--- src/rtl/mult_pkg.sv ---
// Shared types and constants for the product accumulator datapath.
// Covers the FSM state encoding, the multiplier product width and the default sizing.
package mult_pkg;

  localparam int unsigned PROD_W    = 64;
  localparam int unsigned ACC_W_DEF = 72;
  localparam int unsigned LEN_W_DEF = 8;

  typedef enum logic [1:0] {
    StIdle  = 2'd0,
    StAccum = 2'd1,
    StDone  = 2'd2
  } state_e;

endpackage

--- src/rtl/product_accumulator_if.sv ---
// Product-in / result-out handshake bundle for product_accumulator.
// The master side is the upstream driver and result consumer; the slave side is the accumulator.
interface product_accumulator_if
  import mult_pkg::*;
#(
  parameter int unsigned ACC_W = ACC_W_DEF,
  parameter int unsigned LEN_W = LEN_W_DEF
);

  logic              start;
  logic [LEN_W-1:0]  len;
  logic              prod_valid;
  logic [PROD_W-1:0] prod;
  logic              prod_ready;
  logic              busy;
  logic              out_valid;
  logic              out_ready;
  logic [ACC_W-1:0]  acc_out;
  logic              ovf;

  modport master (
    output start,
    output len,
    output prod_valid,
    output prod,
    output out_ready,
    input  prod_ready,
    input  busy,
    input  out_valid,
    input  acc_out,
    input  ovf
  );

  modport slave (
    input  start,
    input  len,
    input  prod_valid,
    input  prod,
    input  out_ready,
    output prod_ready,
    output busy,
    output out_valid,
    output acc_out,
    output ovf
  );

endinterface

--- src/rtl/sat_adder.sv ---
// Combinational saturating adder: signed ACC_W-bit accumulator plus signed 64-bit product.
// The sum is formed one bit wider than the accumulator, then clamped on overflow.
module sat_adder
  import mult_pkg::*;
#(
  parameter int unsigned ACC_W = ACC_W_DEF
) (
  input  logic [ACC_W-1:0]  i_acc,
  input  logic [PROD_W-1:0] i_prod,
  output logic [ACC_W-1:0]  o_sum,
  output logic              o_ovf
);

  localparam int unsigned ExtW = ACC_W + 1 - PROD_W;

  logic [ACC_W:0] w_acc_ext;
  logic [ACC_W:0] w_prod_ext;
  logic [ACC_W:0] w_sum;

  assign w_acc_ext  = {i_acc[ACC_W-1], i_acc};
  assign w_prod_ext = {{ExtW{i_prod[PROD_W-1]}}, i_prod};
  assign w_sum      = w_acc_ext + w_prod_ext;

  // Top two bits disagree exactly when the wide sum is outside the ACC_W-bit signed range.
  assign o_ovf = w_sum[ACC_W] ^ w_sum[ACC_W-1];

  always_comb begin
    o_sum = w_sum[ACC_W-1:0];
    if (o_ovf) begin
      o_sum = {w_sum[ACC_W], {(ACC_W - 1){~w_sum[ACC_W]}}};
    end
  end

endmodule

--- src/rtl/product_accumulator.sv ---
// Saturating multiply-accumulate back end: sums len signed products, then presents the result.
// Handshake outputs decode straight from state, so there is no input-to-output combinational path.
module product_accumulator
  import mult_pkg::*;
#(
  parameter int unsigned ACC_W = ACC_W_DEF,
  parameter int unsigned LEN_W = LEN_W_DEF
) (
  input logic                   clk,
  input logic                   rst_n,
  product_accumulator_if.slave  bus
);

  if (ACC_W < PROD_W) begin : g_bad_acc_w
    $error("product_accumulator: ACC_W must be at least PROD_W");
  end

  state_e           r_state;
  state_e           w_state_nxt;
  logic [LEN_W-1:0] r_count;
  logic [LEN_W-1:0] w_count_nxt;
  logic [ACC_W-1:0] r_acc;
  logic [ACC_W-1:0] w_acc_nxt;
  logic             r_ovf;
  logic             w_ovf_nxt;

  logic             w_beat;
  logic [ACC_W-1:0] w_sum;
  logic             w_sum_ovf;

  sat_adder #(
    .ACC_W (ACC_W)
  ) u_sat_adder (
    .i_acc  (r_acc),
    .i_prod (bus.prod),
    .o_sum  (w_sum),
    .o_ovf  (w_sum_ovf)
  );

  assign w_beat = bus.prod_valid && (r_state == StAccum);

  always_comb begin
    w_state_nxt = r_state;
    w_count_nxt = r_count;
    w_acc_nxt   = r_acc;
    w_ovf_nxt   = r_ovf;
    unique case (r_state)
      StIdle: begin
        if (bus.start) begin
          w_acc_nxt   = '0;
          w_ovf_nxt   = 1'b0;
          w_count_nxt = bus.len;
          w_state_nxt = (bus.len != '0) ? StAccum : StDone;
        end
      end
      StAccum: begin
        if (w_beat) begin
          // Saturated values keep accumulating; only the flag is sticky.
          w_acc_nxt   = w_sum;
          w_ovf_nxt   = r_ovf | w_sum_ovf;
          w_count_nxt = r_count - 1'b1;
          if (r_count == LEN_W'(1)) begin
            w_state_nxt = StDone;
          end
        end
      end
      StDone: begin
        if (bus.out_ready) begin
          w_state_nxt = StIdle;
        end
      end
      default: w_state_nxt = StIdle;
    endcase
  end

  always_ff @(posedge clk or negedge rst_n) begin
    if (!rst_n) begin
      r_state <= StIdle;
      r_count <= '0;
      r_acc   <= '0;
      r_ovf   <= 1'b0;
    end else begin
      r_state <= w_state_nxt;
      r_count <= w_count_nxt;
      r_acc   <= w_acc_nxt;
      r_ovf   <= w_ovf_nxt;
    end
  end

  assign bus.prod_ready = (r_state == StAccum);
  assign bus.busy       = (r_state != StIdle);
  assign bus.out_valid  = (r_state == StDone);
  assign bus.acc_out    = r_acc;
  assign bus.ovf        = r_ovf;

endmodule
--- src/flat_wrapper.sv ---
// flat-port wrapper written by rule: the top's interface ports become plain ports
module product_accumulator_flat import mult_pkg::*;
#(
  parameter int unsigned ACC_W = ACC_W_DEF,
  parameter int unsigned LEN_W = LEN_W_DEF
)
  (clk, rst_n, bus_start, bus_len, bus_prod_valid, bus_prod, bus_out_ready, bus_prod_ready, bus_busy, bus_out_valid, bus_acc_out, bus_ovf);
  product_accumulator_if #(.ACC_W(ACC_W), .LEN_W(LEN_W)) bus_i ();
  input logic clk;
  input logic rst_n;
  input wire logic [$bits(bus_i.start)-1:0] bus_start;
  input wire logic [$bits(bus_i.len)-1:0] bus_len;
  input wire logic [$bits(bus_i.prod_valid)-1:0] bus_prod_valid;
  input wire logic [$bits(bus_i.prod)-1:0] bus_prod;
  input wire logic [$bits(bus_i.out_ready)-1:0] bus_out_ready;
  output wire logic [$bits(bus_i.prod_ready)-1:0] bus_prod_ready;
  output wire logic [$bits(bus_i.busy)-1:0] bus_busy;
  output wire logic [$bits(bus_i.out_valid)-1:0] bus_out_valid;
  output wire logic [$bits(bus_i.acc_out)-1:0] bus_acc_out;
  output wire logic [$bits(bus_i.ovf)-1:0] bus_ovf;
  assign bus_i.start = bus_start;
  assign bus_i.len = bus_len;
  assign bus_i.prod_valid = bus_prod_valid;
  assign bus_i.prod = bus_prod;
  assign bus_i.out_ready = bus_out_ready;
  assign bus_prod_ready = bus_i.prod_ready;
  assign bus_busy = bus_i.busy;
  assign bus_out_valid = bus_i.out_valid;
  assign bus_acc_out = bus_i.acc_out;
  assign bus_ovf = bus_i.ovf;
  product_accumulator #(.ACC_W(ACC_W), .LEN_W(LEN_W)) u_core (.clk(clk), .rst_n(rst_n), .bus(bus_i));
endmodule
--- config.mk ---
export PLATFORM = sky130hd
export DESIGN_NAME = product_accumulator_flat
export DESIGN_NICKNAME = d
export VERILOG_FILES = /design/src/rtl/mult_pkg.sv /design/src/rtl/product_accumulator_if.sv /design/src/rtl/sat_adder.sv /design/src/rtl/product_accumulator.sv /design/src/flat_wrapper.sv
export SDC_FILE = /design/constraint.sdc
export NUM_CORES = 1
export LEC_CHECK = 0
export BUFFER_PORTS_ARGS = -buffer_cell sky130_fd_sc_hd__clkbuf_2
export CORE_MARGIN = 4
export CORE_UTILIZATION = 52
export CTS_CLUSTER_DIAMETER = 200
export DETAILED_ROUTE_END_ITERATION = 12
export PLACE_DENSITY = 0.84
export REMOVE_ABC_BUFFERS = 1
export SLEW_MARGIN = 20
export SYNTH_ARGS = -nofsm -noshare
export SYNTH_HDL_FRONTEND = slang
export SYNTH_SLANG_ARGS = --single-unit
--- constraint.sdc ---
create_clock -name clk -period 3.6 [get_ports clk]
set_input_delay 0.72 -clock clk [delete_from_list [all_inputs] [get_ports clk]]
set_output_delay 0.72 -clock clk [all_outputs]
set_load 0.05 [all_outputs]
==> results.cfg <==
[hold_path]
hp-class = input pin to asynchronous set/reset pin

[pwr]
p_int_mw = 5.43
p_leak_nw = 5.14
max-vdd-ir-drop_mv = 0.619
comb_power_share_pct = 75.7
p_seq_share_pct = 15.7
switching_power_mw = 5.91
power.density_nw_per_um2 = 1080
p_clk_share_pct = 8.6
p_sw_share_pct = 52.1

[status]
status = finished with violations
violations = setup timing

[setup_path]
critPathTopFamily = compound AO/OA/AOI/OAI gates
crit_path_max_incr_delay_ps = 320
worst-endpoint-required_ps = 3840
critPathSlowestCell = a221o_1
crit_buf_inv = 3
path_max_fanout = 2
start_kind = input pin
cp_cell_sequence = clkbuf_2 > ha_1 > a211oi_2 > o211ai_1 > buf_4 > a41oi_1 > o21ai_0 > a31o_2 > a31o_2 > a211oi_1 > buf_4 > nor2_1 > a31oi_1 > xnor2_1 > a221o_1
crit_path_end_kind = flip-flop
r2r-start = u_core.bus.acc_out[1]$_DFFE_PN0P_
crit_cells = 15
regToRegSetupSlack_ps = -110
r2r_end = u_core.bus.acc_out[69]$_DFFE_PN0P_
criticalPathCategory = input pin to flip-flop
reg2regPathDepth = 14
arrival_ps = 3970

[placement]
portBuffers = 152
gp_congestion = 1.01
hpwlAfterDp_um = 20000
placed_area_sq_um = 9820
dp_slack_ps = -697

[floorplanning]
num_rows = 44
fp.dieW_um = 131
ios = 153
dieHeight_um = 131
fp.dieArea_sq_um = 17100
start_util_pct = 53.6
core_sq_um = 14600

[global_routing]
grt_pass1_vias = 8874
grt.overflow.total = 0
grt_pass1_wl_um = 42500
grtUsageTotal_pct = 30.6
grt_max_degree = 58
antenna_found_initial = 0

[final_layout]
drive_gt1_share_pct = 31.4
layout-area-overhead-vs-synth_pct = 34.0
utilization_pct = 71.8
design_area_sq_um = 10500
final_nets = 1370
n_fill_cell = 1077
diodes = 0

[timing]
period_share_pct = 103
hold_violations = 0
fin_tns_setup_ps = -4180
slew_viol_final = 0
fin_crit_ps = 3720
clock-skew-final_ps = 7.05
rsz0062_at_grt = yes
setup_ws_ps = -125
fmax_mhz = 268
max_slew.worst_pin.slew_ps = 1080
timing.hold.ws_ps = 289
setup-violations-final = 70
slew-limit-headroom_pct = 27.9

[synthesis]
synth.distinct_cells = 64
synthArstFlopShare_pct = 100
synth_warnings = 0
synthTopCellsByCount = 99 x a21oi_1, 83 x dfrtp_1, 74 x ha_1, 74 x nor2_1, 72 x a221o_1
synth.most_common_cell = a21oi_1
yosysSeqAreaShare_pct = 26.5
synth_flop_cell = dfrtp_1
synth-seq-cells = 83
synth_largest_area_cell = dfrtp_1
syn_inst = 937
netlist.area_leader.share_pct = 26.5
synth_area_leaders = dfrtp_1 26%, ha_1 12%, a221o_1 9.2%
synth_area_sq_um = 7850
synth-edff-count = 0
avgSynthCellArea_sq_um = 8.38

[drt]
drc_errors = 0
antenna_left = 0
wl_per_cell_um = 19.3
vias = 9014
drt_iter0_drc = 872
firstDrtPassIters = 5
wirelength_um = 27100
viasPerCell = 6.41

[clock_network]
ctsHoldBuffers = 0
cts_tree = built
clk_path_buf_depth = 2
h-tree-depth = 3
numCtsBuffers = 9
cts_sinks = 83
cts-root-buf = clkbuf_16
clk_latency_ps = 360
clk_pin_slew_ps = 70

[flow_run]
drv_cap = 0
-- routing by layer --
metal	up-vias	part of all wire, %	global-route usage, %
met1	4276	40	38.2
met4	0	4.1	14.0
li1	4135	-	-
met2	496	48	52.3
met3	107	7.7	4.35
met5	-	0	0
-- worst max path at each step --
stage           startpoint                            endpoint  slack [ps]
2_1_floorplan  bus_prod[0]   u_core.bus.acc_out[0]$_DFFE_PN0P_        -920
3_3_place_gp   bus_prod[0]  u_core.bus.acc_out[14]$_DFFE_PN0P_        -480
3_5_place_dp   bus_prod[7]  u_core.bus.acc_out[66]$_DFFE_PN0P_        -700
4_1_cts        bus_prod[0]  u_core.bus.acc_out[57]$_DFFE_PN0P_         -30
5_1_grt        bus_prod[0]  u_core.bus.acc_out[43]$_DFFE_PN0P_        -230
6_report       bus_prod[1]  u_core.bus.acc_out[69]$_DFFE_PN0P_        -120
-- registers in the layout, summed over array words and instances, names as in the netlist --
register and cells:
u_core.bus.acc_out 72, u_core.r_state 2, u_core.r_count 8, u_core.bus.ovf 1
-- timing repair --
action,CTS,global route
endpoints found under the setup margin,72,72
pin swaps,12,16
setup buffers,6,8
gates cloned,1,2
resized for setup,19,13
-- layout by cell type, fill, tap and decap left out, types with 8 or more instances in the layout --
master and n:
o21a_1 10, nand2_1 66, xor2_1 23, a31oi_1 11, nand4_1 26, clkbuf_16 11
nor2_1 73, nand3_1 12, o21bai_1 22, nor3_1 16, a21o_1 35, o211ai_1 8
buf_4 174, xnor2_1 44, a21oi_1 99, a221o_1 72, inv_1 25, o21ai_0 65
dfrtp_1 83, ha_1 67, clkbuf_2 150
-- metrics by stage --
stage	power [mW]	cells
2_1_floorplan	7.07	872
6_report	11.3	1407
3_3_place_gp	9.62	1375
5_1_grt	12.0	1407
3_5_place_dp	9.83	1375
4_1_cts	11.0	1398
-- power by group through the flow --
stage / sequential [mW] / combinational, mW / clock, mW
floorplan: 2.91 / 4.16 / 0
global placement: 1.75 / 7.87 / 0
detailed placement: 1.77 / 8.06 / 0
CTS: 1.77 / 8.28 / 0.976
global route: 1.83 / 9.19 / 1.01
finish: 1.78 / 8.59 / 0.977
-- final cells by class --
class | instances | area (sq um) | area share [%]
sequential | 83 | 2080 | 19.8
multi-input combinational | 764 | 5540 | 52.7
tap | 184 | 230 | 2.19
clock inverter | 6 | 72.6 | 0.690
inverter | 25 | 93.8 | 0.893
timing repair buffer | 335 | 2270 | 21.6
clock buffer | 10 | 229 | 2.18
-- kinds of logic (layout without fill, tap and decap cells) --
| logic type | after synthesis | in the layout | synth area share [%] |
|---|---|---|---|
| AOI/OAI and AO/OA | 381 | 381 | 34.2 |
| and+or+nand+nor | 240 | 240 | 14.3 |
| buffers and inverters | 90 | 376 | 5.32 |
| DFF | 83 | 83 | 26.5 |
| adders and majority gates | 75 | 75 | 12.1 |
| xor gates and xnor gates | 67 | 67 | 7.48 |
| muxes | 1 | 1 | 0.128 |
(Power assumes the default switching activity.)
